**config.mk**
```make
export PLATFORM = sky130hd
export DESIGN_NAME = apb_periph_demux_to
export DESIGN_NICKNAME = d
export VERILOG_FILES = /design/src/rtl/apb_periph_demux_pkg.sv /design/src/rtl/apb_periph_to_cnt.sv /design/src/rtl/apb_periph_demux_to.sv
export SDC_FILE = /design/constraint.sdc
export NUM_CORES = 1
export LEC_CHECK = 0
export CAP_MARGIN = 20
export CORE_MARGIN = 1.5
export CORE_UTILIZATION = 44
export DETAILED_ROUTE_END_ITERATION = 10
export PLACE_DENSITY = 0.9
export SLEW_MARGIN = 40
export SYNTH_ARGS = -nofsm -noshare
export SYNTH_HDL_FRONTEND = slang
export SYNTH_SLANG_ARGS = --single-unit
```
**constraint.sdc**
```tcl
create_clock -name clk_i -period 2.9 [get_ports clk_i]
set_input_delay 0.725 -clock clk_i [delete_from_list [all_inputs] [get_ports clk_i]]
set_output_delay 0.725 -clock clk_i [all_outputs]
set_load 0.005 [all_outputs]
```
**src/rtl/apb_periph_demux_pkg.sv**
```systemverilog
// Shared types and constants for the APB peripheral demultiplexer.
package apb_periph_demux_pkg;

  // Width of the access-phase watchdog counter (covers TIMEOUT_CYCLES up to 2^16)
  localparam int TO_CNT_WIDTH = 16;

  typedef enum logic [2:0] {
    IDLE,
    SETUP,
    ACCESS,
    RESP,
    ERR
  } state_e;

  typedef enum logic [1:0] {
    CAUSE_NONE    = 2'b00,
    CAUSE_DECODE  = 2'b01,
    CAUSE_TIMEOUT = 2'b10,
    CAUSE_SLVERR  = 2'b11
  } err_cause_e;

  localparam err_cause_e ERR_CAUSE_NONE    = CAUSE_NONE;
  localparam err_cause_e ERR_CAUSE_DECODE  = CAUSE_DECODE;
  localparam err_cause_e ERR_CAUSE_TIMEOUT = CAUSE_TIMEOUT;
  localparam err_cause_e ERR_CAUSE_SLVERR  = CAUSE_SLVERR;

endpackage

```
**src/rtl/apb_periph_to_cnt.sv**
```systemverilog
// Saturating access-phase watchdog counter. Cleared on entry to the slave
// setup phase, counts each access cycle without pready, flags the last
// allowed cycle through expired_o.
module apb_periph_to_cnt
  import apb_periph_demux_pkg::*;
#(
  parameter int unsigned TIMEOUT_CYCLES = 256
) (
  input  logic clk_i,
  input  logic rst_i,
  input  logic clr_i,
  input  logic en_i,
  output logic expired_o
);

  // Compare in one extra bit so TIMEOUT_CYCLES-1 = 2^16-1 still fits
  localparam logic [TO_CNT_WIDTH:0] LIMIT = (TO_CNT_WIDTH+1)'(TIMEOUT_CYCLES - 1);

  logic [TO_CNT_WIDTH-1:0] cnt_q, cnt_d;

  // Next count: clear wins, otherwise increment and hold at all-ones
  always_comb begin
    cnt_d = cnt_q;
    if (clr_i) begin
      cnt_d = '0;
    end else if (en_i && (cnt_q != '1)) begin
      cnt_d = cnt_q + 1'b1;
    end
  end

  // Counter register
  always_ff @(posedge clk_i) begin
    if (rst_i) begin
      cnt_q <= '0;
    end else begin
      cnt_q <= cnt_d;
    end
  end

  assign expired_o = ({1'b0, cnt_q} == LIMIT);

endmodule

```
**src/rtl/apb_periph_demux_to.sv**
```systemverilog
// APB peripheral demultiplexer with per-slot enable mask, decode-error
// response and an access-phase timeout watchdog. Downstream and upstream
// outputs are all registered.
// Optional sticky error log: define APB_PERIPH_DEMUX_ERR_LOG_EN.
module apb_periph_demux_to
  import apb_periph_demux_pkg::*;
#(
  parameter int                          NB_SLAVES      = 4,
  parameter int                          APB_ADDR_WIDTH = 12,
  parameter int                          APB_DATA_WIDTH = 32,
  parameter int                          SEL_LSB        = 10,
  parameter int                          SEL_WIDTH      = 2,
  parameter logic [NB_SLAVES-1:0]        SLAVE_EN_MASK  = 4'b1100,
  parameter int unsigned                 TIMEOUT_CYCLES = 256,
  parameter logic [APB_DATA_WIDTH-1:0]   ERR_RDATA      = 32'hBADC_AB1E
) (
  input  logic                                     clk_i,
  input  logic                                     rst_i,
  // master side
  input  logic                                     m_psel_i,
  input  logic                                     m_penable_i,
  input  logic                                     m_pwrite_i,
  input  logic [APB_ADDR_WIDTH-1:0]                m_paddr_i,
  input  logic [APB_DATA_WIDTH-1:0]                m_pwdata_i,
  output logic [APB_DATA_WIDTH-1:0]                m_prdata_o,
  output logic                                     m_pready_o,
  output logic                                     m_pslverr_o,
  // slave side
  output logic [NB_SLAVES-1:0]                     s_psel_o,
  output logic                                     s_penable_o,
  output logic                                     s_pwrite_o,
  output logic [APB_ADDR_WIDTH-1:0]                s_paddr_o,
  output logic [APB_DATA_WIDTH-1:0]                s_pwdata_o,
  input  logic [NB_SLAVES-1:0][APB_DATA_WIDTH-1:0] s_prdata_i,
  input  logic [NB_SLAVES-1:0]                     s_pready_i,
  input  logic [NB_SLAVES-1:0]                     s_pslverr_i,
  // error log
  output logic                                     err_valid_o,
  output logic [1:0]                               err_cause_o,
  output logic [APB_ADDR_WIDTH-1:0]                err_addr_o,
  input  logic                                     err_clr_i
);

  state_e                      state_q;
  logic [APB_ADDR_WIDTH-1:0]   addr_q;
  logic [APB_DATA_WIDTH-1:0]   wdata_q;
  logic                        write_q;
  logic [SEL_WIDTH-1:0]        idx_q;
  logic [APB_DATA_WIDTH-1:0]   cap_rdata_q;
  logic                        cap_err_q;
  logic [NB_SLAVES-1:0]        s_psel_q;
  logic                        s_penable_q;
  logic                        m_pready_q;
  logic                        m_pslverr_q;
  logic [APB_DATA_WIDTH-1:0]   m_prdata_q;

  logic                        setup_req;
  logic [SEL_WIDTH-1:0]        sel_idx;
  logic                        slot_ok;
  logic [NB_SLAVES-1:0]        sel_onehot;
  logic                        sel_ready;
  logic                        sel_err;
  logic [APB_DATA_WIDTH-1:0]   sel_rdata;
  logic                        to_expired;

  // A master setup phase; psel with penable while idle is ignored
  assign setup_req = m_psel_i & ~m_penable_i;
  assign sel_idx   = m_paddr_i[SEL_LSB +: SEL_WIDTH];

  // Decode the incoming slot index; out-of-range indices match no slot
  always_comb begin
    slot_ok    = 1'b0;
    sel_onehot = '0;
    for (int i = 0; i < NB_SLAVES; i++) begin
      if (int'(sel_idx) == i) begin
        slot_ok       = SLAVE_EN_MASK[i];
        sel_onehot[i] = 1'b1;
      end
    end
  end

  // Pick the response of the slot being accessed
  always_comb begin
    sel_ready = 1'b0;
    sel_err   = 1'b0;
    sel_rdata = '0;
    for (int i = 0; i < NB_SLAVES; i++) begin
      if (int'(idx_q) == i) begin
        sel_ready = s_pready_i[i];
        sel_err   = s_pslverr_i[i];
        sel_rdata = s_prdata_i[i];
      end
    end
  end

  apb_periph_to_cnt #(
    .TIMEOUT_CYCLES (TIMEOUT_CYCLES)
  ) u_to_cnt (
    .clk_i     (clk_i),
    .rst_i     (rst_i),
    .clr_i     (state_q == SETUP),
    .en_i      ((state_q == ACCESS) && !sel_ready),
    .expired_o (to_expired)
  );

  // Transfer FSM with registered slave-side and master-side outputs
  always_ff @(posedge clk_i) begin
    if (rst_i) begin
      state_q     <= IDLE;
      addr_q      <= '0;
      wdata_q     <= '0;
      write_q     <= 1'b0;
      idx_q       <= '0;
      cap_rdata_q <= '0;
      cap_err_q   <= 1'b0;
      s_psel_q    <= '0;
      s_penable_q <= 1'b0;
      m_pready_q  <= 1'b0;
      m_pslverr_q <= 1'b0;
      m_prdata_q  <= '0;
    end else begin
      m_pready_q  <= 1'b0;
      m_pslverr_q <= 1'b0;
      m_prdata_q  <= '0;
      unique case (state_q)
        IDLE: begin
          if (setup_req) begin
            addr_q  <= m_paddr_i;
            wdata_q <= m_pwdata_i;
            write_q <= m_pwrite_i;
            idx_q   <= sel_idx;
            if (slot_ok) begin
              // slave setup phase starts together with SETUP
              s_psel_q    <= sel_onehot;
              s_penable_q <= 1'b0;
              state_q     <= SETUP;
            end else begin
              state_q <= ERR;
            end
          end
        end
        SETUP: begin
          s_penable_q <= 1'b1;
          state_q     <= ACCESS;
        end
        ACCESS: begin
          // ready has priority over the watchdog
          if (sel_ready) begin
            cap_rdata_q <= sel_rdata;
            cap_err_q   <= sel_err;
            s_psel_q    <= '0;
            s_penable_q <= 1'b0;
            state_q     <= RESP;
          end else if (to_expired) begin
            s_psel_q    <= '0;
            s_penable_q <= 1'b0;
            state_q     <= ERR;
          end
        end
        RESP: begin
          m_pready_q  <= 1'b1;
          m_pslverr_q <= cap_err_q;
          m_prdata_q  <= write_q ? '0 : cap_rdata_q;
          state_q     <= IDLE;
        end
        ERR: begin
          m_pready_q  <= 1'b1;
          m_pslverr_q <= 1'b1;
          m_prdata_q  <= ERR_RDATA;
          state_q     <= IDLE;
        end
        default: state_q <= IDLE;
      endcase
    end
  end

  assign s_psel_o    = s_psel_q;
  assign s_penable_o = s_penable_q;
  assign s_pwrite_o  = write_q;
  assign s_paddr_o   = addr_q;
  assign s_pwdata_o  = wdata_q;
  assign m_pready_o  = m_pready_q;
  assign m_pslverr_o = m_pslverr_q;
  assign m_prdata_o  = m_prdata_q;

`ifdef APB_PERIPH_DEMUX_ERR_LOG_EN
  logic                      log_hit;
  err_cause_e                log_cause;
  logic [APB_ADDR_WIDTH-1:0] log_addr;
  logic                      err_valid_q;
  err_cause_e                err_cause_q;
  logic [APB_ADDR_WIDTH-1:0] err_addr_q;

  // Error event of this cycle; at most one can occur per cycle
  always_comb begin
    log_hit   = 1'b0;
    log_cause = ERR_CAUSE_NONE;
    log_addr  = addr_q;
    if ((state_q == IDLE) && setup_req && !slot_ok) begin
      log_hit   = 1'b1;
      log_cause = ERR_CAUSE_DECODE;
      log_addr  = m_paddr_i;
    end else if ((state_q == ACCESS) && !sel_ready && to_expired) begin
      log_hit   = 1'b1;
      log_cause = ERR_CAUSE_TIMEOUT;
    end else if ((state_q == RESP) && cap_err_q) begin
      log_hit   = 1'b1;
      log_cause = ERR_CAUSE_SLVERR;
    end
  end

  // Sticky first-error log; a new error beats a simultaneous clear
  always_ff @(posedge clk_i) begin
    if (rst_i) begin
      err_valid_q <= 1'b0;
      err_cause_q <= ERR_CAUSE_NONE;
      err_addr_q  <= '0;
    end else if (log_hit && (!err_valid_q || err_clr_i)) begin
      err_valid_q <= 1'b1;
      err_cause_q <= log_cause;
      err_addr_q  <= log_addr;
    end else if (err_clr_i) begin
      err_valid_q <= 1'b0;
      err_cause_q <= ERR_CAUSE_NONE;
      err_addr_q  <= '0;
    end
  end

  assign err_valid_o = err_valid_q;
  assign err_cause_o = err_cause_q;
  assign err_addr_o  = err_addr_q;
`else
  logic unused_err_clr;
  assign unused_err_clr = err_clr_i;
  assign err_valid_o    = 1'b0;
  assign err_cause_o    = 2'b00;
  assign err_addr_o     = '0;
`endif

endmodule

```
==> impl_metrics.yaml, run 1 <==
run_status:
  status: "completed"
clocking:
  clk_pin_slew_ns: 0.05
  tritoncts: "yes"
  cts_setup_buffers: 0
  cts_resized: 0
  insertion_delay_ns: 0.41
  numCtsBuffers: 17
  cts_max_path_buffers: 2
  clock-root-buffer: "clkbuf_16"
  hold_buffers: 0
  numClockSinks: 136
  htreeDepth: 4
global_route:
  grt_pass1_vias: 5603
  grt_overflow: 0
  grt_max_degree: 47
  grtUsageTotal_pct: 25.9
  grt_pass1_wl_um: 28200
  antenna_found_initial: 0
placed_design:
  hpwl_um: 12900
  globalplace.congestion: 0.840
  io_buffers: 268
  placed_cell_area_um2: 8610
worst_setup_path:
  cp-end-kind: "primary output"
  worstSetupPathType: "flip-flop to primary output"
  cp_max_fo: 21
  startpoint_type: "flip-flop"
  required_ns: 2.17
  worstPathArrival_ns: 1.72
  rrSetupSlack_ns: 0.72
power:
  p_leak_uw: 0.00320
  powerDensity_nw_per_um2: 479
  p_total_uw: 4370
  vdd_drop_max_mv: 0.414
sta:
  rsz0062_at_grt: "no"
  slew_headroom_pct: 66.0
  fmax_ghz: 0.410
  period_needed_ns: 2.44
  tightest_slew_ns: 0.511
  hold_viol: 0
  drv_slew: 0
  finalSetupViolations: 0
  post-route-period-util_pct: 84.2
  setup-tns-final_ns: 0
  hold_ws_ns: 0.449
  finClkSkew_ns: 0.00651
layout:
  layout-drive-gt1-share_pct: 9.31
  n_fill_cell: 932
  fin_nets: 1079
  final_cell_area_um2: 9110
  syn_to_final_growth_pct: 56.6
  antenna_cells: 0
floorplan:
  core_area_um2: 12800
  io-pin-count: 285
  die_w_um: 118
  rows: 41
  initial_core_util_pct: 45.5
  dieArea_um2: 13900
  dieHeight_um: 118
yosys:
  synth-seq-cells: 136
  ys.flop_type: "dfxtp_1"
  avgSynthCellArea_um2: 9.15
  synth_seq_area_share_pct: 46.8
  synth_edf_count: 0
  async_flop_share_pct: 0
  synth_cells: 636
  yosys_warnings: 0
  synth_area_um2: 5820
  synth.distinct_cells: 47
detailed_routing:
  first_pass_iters: 5
  drc: 0
  vias: 5586
  postRouteAntennaNets: 0
  drt_iter0_drc: 417
  drt-total-wl_um: 18000
  via_per_inst: 5.20
  post_drt_wl_per_cell_um: 16.7
hold_path:
  hp-class: "flip-flop to flip-flop"
run:
  drv_cap: 0
## cells in the final DEF (no fill, tap or decap), types with 9 or more instances in the layout
cell	n
conb_1	15
dfxtp_1	134
a21oi_1	104
and2_1	17
nand2b_1	22
nand2_1	168
buf_4	14
clkbuf_16	17
mux4_2	34
clkdlybuf4s50_1	267
or4_1	9
nor2_1	15
## where the power goes
group          leakage [µW]  switching (µW)  internal, µW
clock              0.000249             741          1110
combinational       0.00185             198           379
sequential          0.00110            27.4          1910
total               0.00320             966          3400
## worst max-delay path, stage by stage (launching register included)
cell	delay, ns
dfxtp_2	0.35
buf_4	0.37
clkdlybuf4s50_1	0.58
## metal layers
layer | routed length, µm | share of wire [%] | vias up | GRT usage, %
met5 | 0 | 0 | - | 0
met4 | 315 | 1.8 | 0 | 8.84
met3 | 1280 | 7.1 | 23 | 8.19
met2 | 9380 | 52 | 237 | 46.8
met1 | 6990 | 39 | 2642 | 28.7
li1 | - | - | 2684 | -
## logic make-up after synthesis
family                   Yosys count  synth area share (%)
flip-flops                       136                  46.8
adder cells (fa/ha/maj)            1                 0.215
XOR/XNOR                           5                 0.753
AO/OA/AOI/OAI                    126                  11.9
other                              1                0.0645
AND/OR/NAND/NOR                  265                  21.3
multiplexers                      36                  13.5
buffers and inverters             66                  5.38
## sequential cells by signal, indices dropped and copies added (netlist names)
signal / flops
m_pslverr_o: 1
idx_q: 1
u_to_cnt.cnt_q: 16
s_paddr_o: 11
cap_err_q: 1
state_q: 3
cap_rdata_q: 32
s_psel_o: 4
m_prdata_o: 32
s_penable_o: 1
s_pwdata_o: 32
m_pready_o: 1
s_pwrite_o: 1
## final timing paths
kind	end	startpoint	cells after the start
max	s_paddr_o[10]	s_paddr_o[10]	2
max reg2reg	u_to_cnt.cnt_q[5]	idx_q[1]	5
min reg2reg	m_prdata_o[10]	cap_rdata_q[10]	1
min	m_prdata_o[10]	cap_rdata_q[10]	1
## stage by stage
stage / worst slack (ns) / utilization [%] / instances
detailed placement: 0.154 / 67.4 / 1045
finish: 0.458 / 71.3 / 1074
floorplan: 0.706 / - / 650
CTS: 0.400 / 71.3 / 1074
global route: 0.335 / 71.3 / 1074
global placement: 0.220 / 67.4 / 1045
## synthesized netlist by cell type, types with 2 or more instances
cell type | number | area (µm²)
and4_1 | 2 | 17.5
clkbuf_1 | 40 | 150
xor2_1 | 4 | 35.0
dfxtp_1 | 136 | 2720
o2111ai_1 | 4 | 35.0
nand4_1 | 4 | 25.0
and3_1 | 4 | 25.0
o21ai_0 | 4 | 20.0
nor3_1 | 3 | 15.0
nor2_1 | 15 | 56.3
mux4_2 | 34 | 766
buf_4 | 15 | 113
nor4_1 | 4 | 25.0
o211ai_1 | 4 | 30.0
buf_1 | 3 | 11.3
o31ai_1 | 3 | 22.5
a21oi_1 | 104 | 521
nand2b_1 | 22 | 138
and2_1 | 17 | 106
nand2_1 | 168 | 631
inv_1 | 6 | 22.5
mux2i_1 | 2 | 20.0
or4_1 | 9 | 67.6
nand3_1 | 6 | 30.0
## final cells by class
cell class | count | area (µm²) | area share (%)
Clock buffer | 24 | 472 | 5.18
Tap cell | 172 | 215 | 2.36
Clock inverter | 5 | 25.0 | 0.275
Multi-Input combinational cell | 448 | 2850 | 31.3
Sequential cell | 136 | 2730 | 29.9
Timing Repair Buffer | 283 | 2800 | 30.8
Inverter | 6 | 22.5 | 0.247
Power figures use the tool's default switching activity.
==> inputs of run 2 (changes only) <==
--- a/config.mk
+++ b/config.mk
@@ -7,9 +7,9 @@
 export LEC_CHECK = 0
 export CAP_MARGIN = 20
 export CORE_MARGIN = 1.5
-export CORE_UTILIZATION = 44
+export CORE_UTILIZATION = 37
 export DETAILED_ROUTE_END_ITERATION = 10
-export PLACE_DENSITY = 0.9
+export PLACE_DENSITY = 0.81
 export SLEW_MARGIN = 40
 export SYNTH_ARGS = -nofsm -noshare
 export SYNTH_HDL_FRONTEND = slang
==> constraint.sdc (replaced) <==
create_clock -name clk_i -period 2.1 [get_ports clk_i]
set_input_delay 0.525 -clock clk_i [delete_from_list [all_inputs] [get_ports clk_i]]
set_output_delay 0.525 -clock clk_i [all_outputs]
set_load 0.005 [all_outputs]
==> run 2 against run 1 <==
  * Critical path depth rose by 4
  * Cell area rose by 4.1%
  * Global-route usage fell by 3.7 points
  * Critical path type is now input pin to flip-flop
==> impl_metrics.yaml, run 2 (synthesized netlist as in run 1, its figures left out) <==
hold_path:
  holdPathStages: 1
  hp-class: "flip-flop to flip-flop"
  hp-start: "cap_rdata_q[14]"
placed_design:
  hpwl_um: 13300
  globalplace.congestion: 0.831
  dp_cells: 1109
  io_buffers: 268
global_route:
  grt_overflow: 0
  grt_pass1_vias: 5482
  globalRouteMet1Util_pct: 27.1
  grt_max_degree: 47
  grtUsageTotal_pct: 22.2
  met3_usage_pct: 6.49
  grt_pass1_wl_um: 27900
  antenna_found_initial: 0
  grt_busiest_layer: "met2"
  grt_use_met2_pct: 37.4
sta:
  drv_slew: 0
  rsz0062_at_grt: "no"
  post-route-period-util_pct: 97.7
  hold_ws_ns: 0.447
  finClkSkew_ns: 0.00521
  setup-tns-final_ns: 0
  hold_viol: 0
  fmax_ghz: 0.487
  finalSetupViolations: 0
  period_needed_ns: 2.05
layout:
  fin_util_pct: 62.2
  syn_to_final_growth_pct: 63.1
  final_cell_mix: "clkdlybuf4s50_1 (267), nand2_1 (168), dfxtp_1 (134)"
  n_fill_cell: 1264
  layout_commonest_cell: "clkdlybuf4s50_1"
  fin_nets: 1107
  layout-drive-gt1-share_pct: 12.2
  antenna_cells: 0
  final_cells: 1140
detailed_routing:
  vias: 5536
  via_per_inst: 4.86
  postRouteAntennaNets: 0
  drt-total-wl_um: 18400
  drt_iter0_drc: 290
  drc: 0
  post_drt_wl_per_cell_um: 16.1
  first_pass_iters: 4
floorplan:
  initial_core_util_pct: 38.1
  dieArea_um2: 16500
  die_w_um: 128
  dieHeight_um: 128
  io-pin-count: 285
  core_area_um2: 15300
  rows: 45
clocking:
  htreeDepth: 4
  clock-root-buffer: "clkbuf_16"
  tritoncts: "yes"
  clk_pin_slew_ns: 0.06
  hold_buffers: 0
  insertion_delay_ns: 0.41
  numCtsBuffers: 17
  numClockSinks: 136
  cts_max_path_buffers: 2
worst_setup_path:
  cp-end-kind: "flip-flop"
  worstPathArrival_ns: 2.39
  required_ns: 2.44
  rr_startpoint: "u_to_cnt.cnt_q[4]"
  cp_max_fo: 14
  worstSetupPathType: "input pin to flip-flop"
  startpoint_type: "input pin"
  rrSetupSlack_ns: 0.12
  crit_start: "s_pready_i[3]"
  r2r_cells: 6
power:
  vdd_drop_max_mv: 0.538
  powerDensity_nw_per_um2: 657
  p_leak_uw: 0.00338
run:
  drv_cap: 0
run_status:
  status: "completed"
==> run 2: changes by cell type in the layout (fill, tap and decap cells not counted) <==
cell       previous run  this run
bufinv_16             0         1
bufbuf_16             0         1
buf_12                1         5
clkbuf_8              2         4
clkbuf_1              5         3
buf_4                14        36
clkinv_2              5         3
buf_6                 0         1
==> run 2: critical path: stages <==
cell	delay, ns
clkdlybuf4s50_1	0.40
mux4_2	0.55
nor2_8	0.15
o21ai_4	0.12
or4_1	0.49
a21oi_1	0.15
==> run 2: what timing repair did <==
| item | in CTS | in global routing |
|---|---|---|
| cloned | 1 | 0 |
| resized for setup | 1 | 0 |
| pin swaps | 0 | 1 |
| setup endpoints to repair | 2 | 1 |
| buffers inserted | 1 | 1 |
==> run 2: where the power goes <==
| part | internal (µW) | total (µW) | switching, µW |
|---|---|---|---|
| logic | 552 | 841 | 289 |
| clock network | 1720 | 2740 | 1020 |
| registers | 2630 | 2660 | 26.2 |
==> run 2: layout make-up <==
type	count	area (µm²)	area share [%]
Timing Repair Buffer	311	3090	32.6
Clock buffer	24	492	5.18
Inverter	6	22.5	0.237
Tap cell	211	264	2.78
Sequential cell	136	2730	28.7
Multi-Input combinational cell	448	2850	30.0
Clock inverter	4	45.0	0.475
==> run 2: worst paths after layout <==
path / to
setup / recovery: u_to_cnt.cnt_q[5]
hold / removal: m_prdata_o[14]
setup reg to reg: u_to_cnt.cnt_q[1]
hold reg to reg: m_prdata_o[14]
==> run 2: layer usage <==
layer  wire (µm)  part of all wire [%]
met2        9280                    51
met1        7470                    41
met3        1210                   6.6
met5           0                     0
met4         391                   2.1
==> run 2: stage by stage <==
stage / setup slack (ns) / total power (µW) / instance area (µm²)
3_3_place_gp: -0.337 / 3540 / 8900
4_1_cts: 0.0247 / 6290 / 9480
2_1_floorplan: 0.105 / 3030 / 5870
5_1_grt: 0.000198 / 6480 / 9490
6_report: 0.0484 / 6240 / 9490
3_5_place_dp: -0.369 / 3550 / 8900
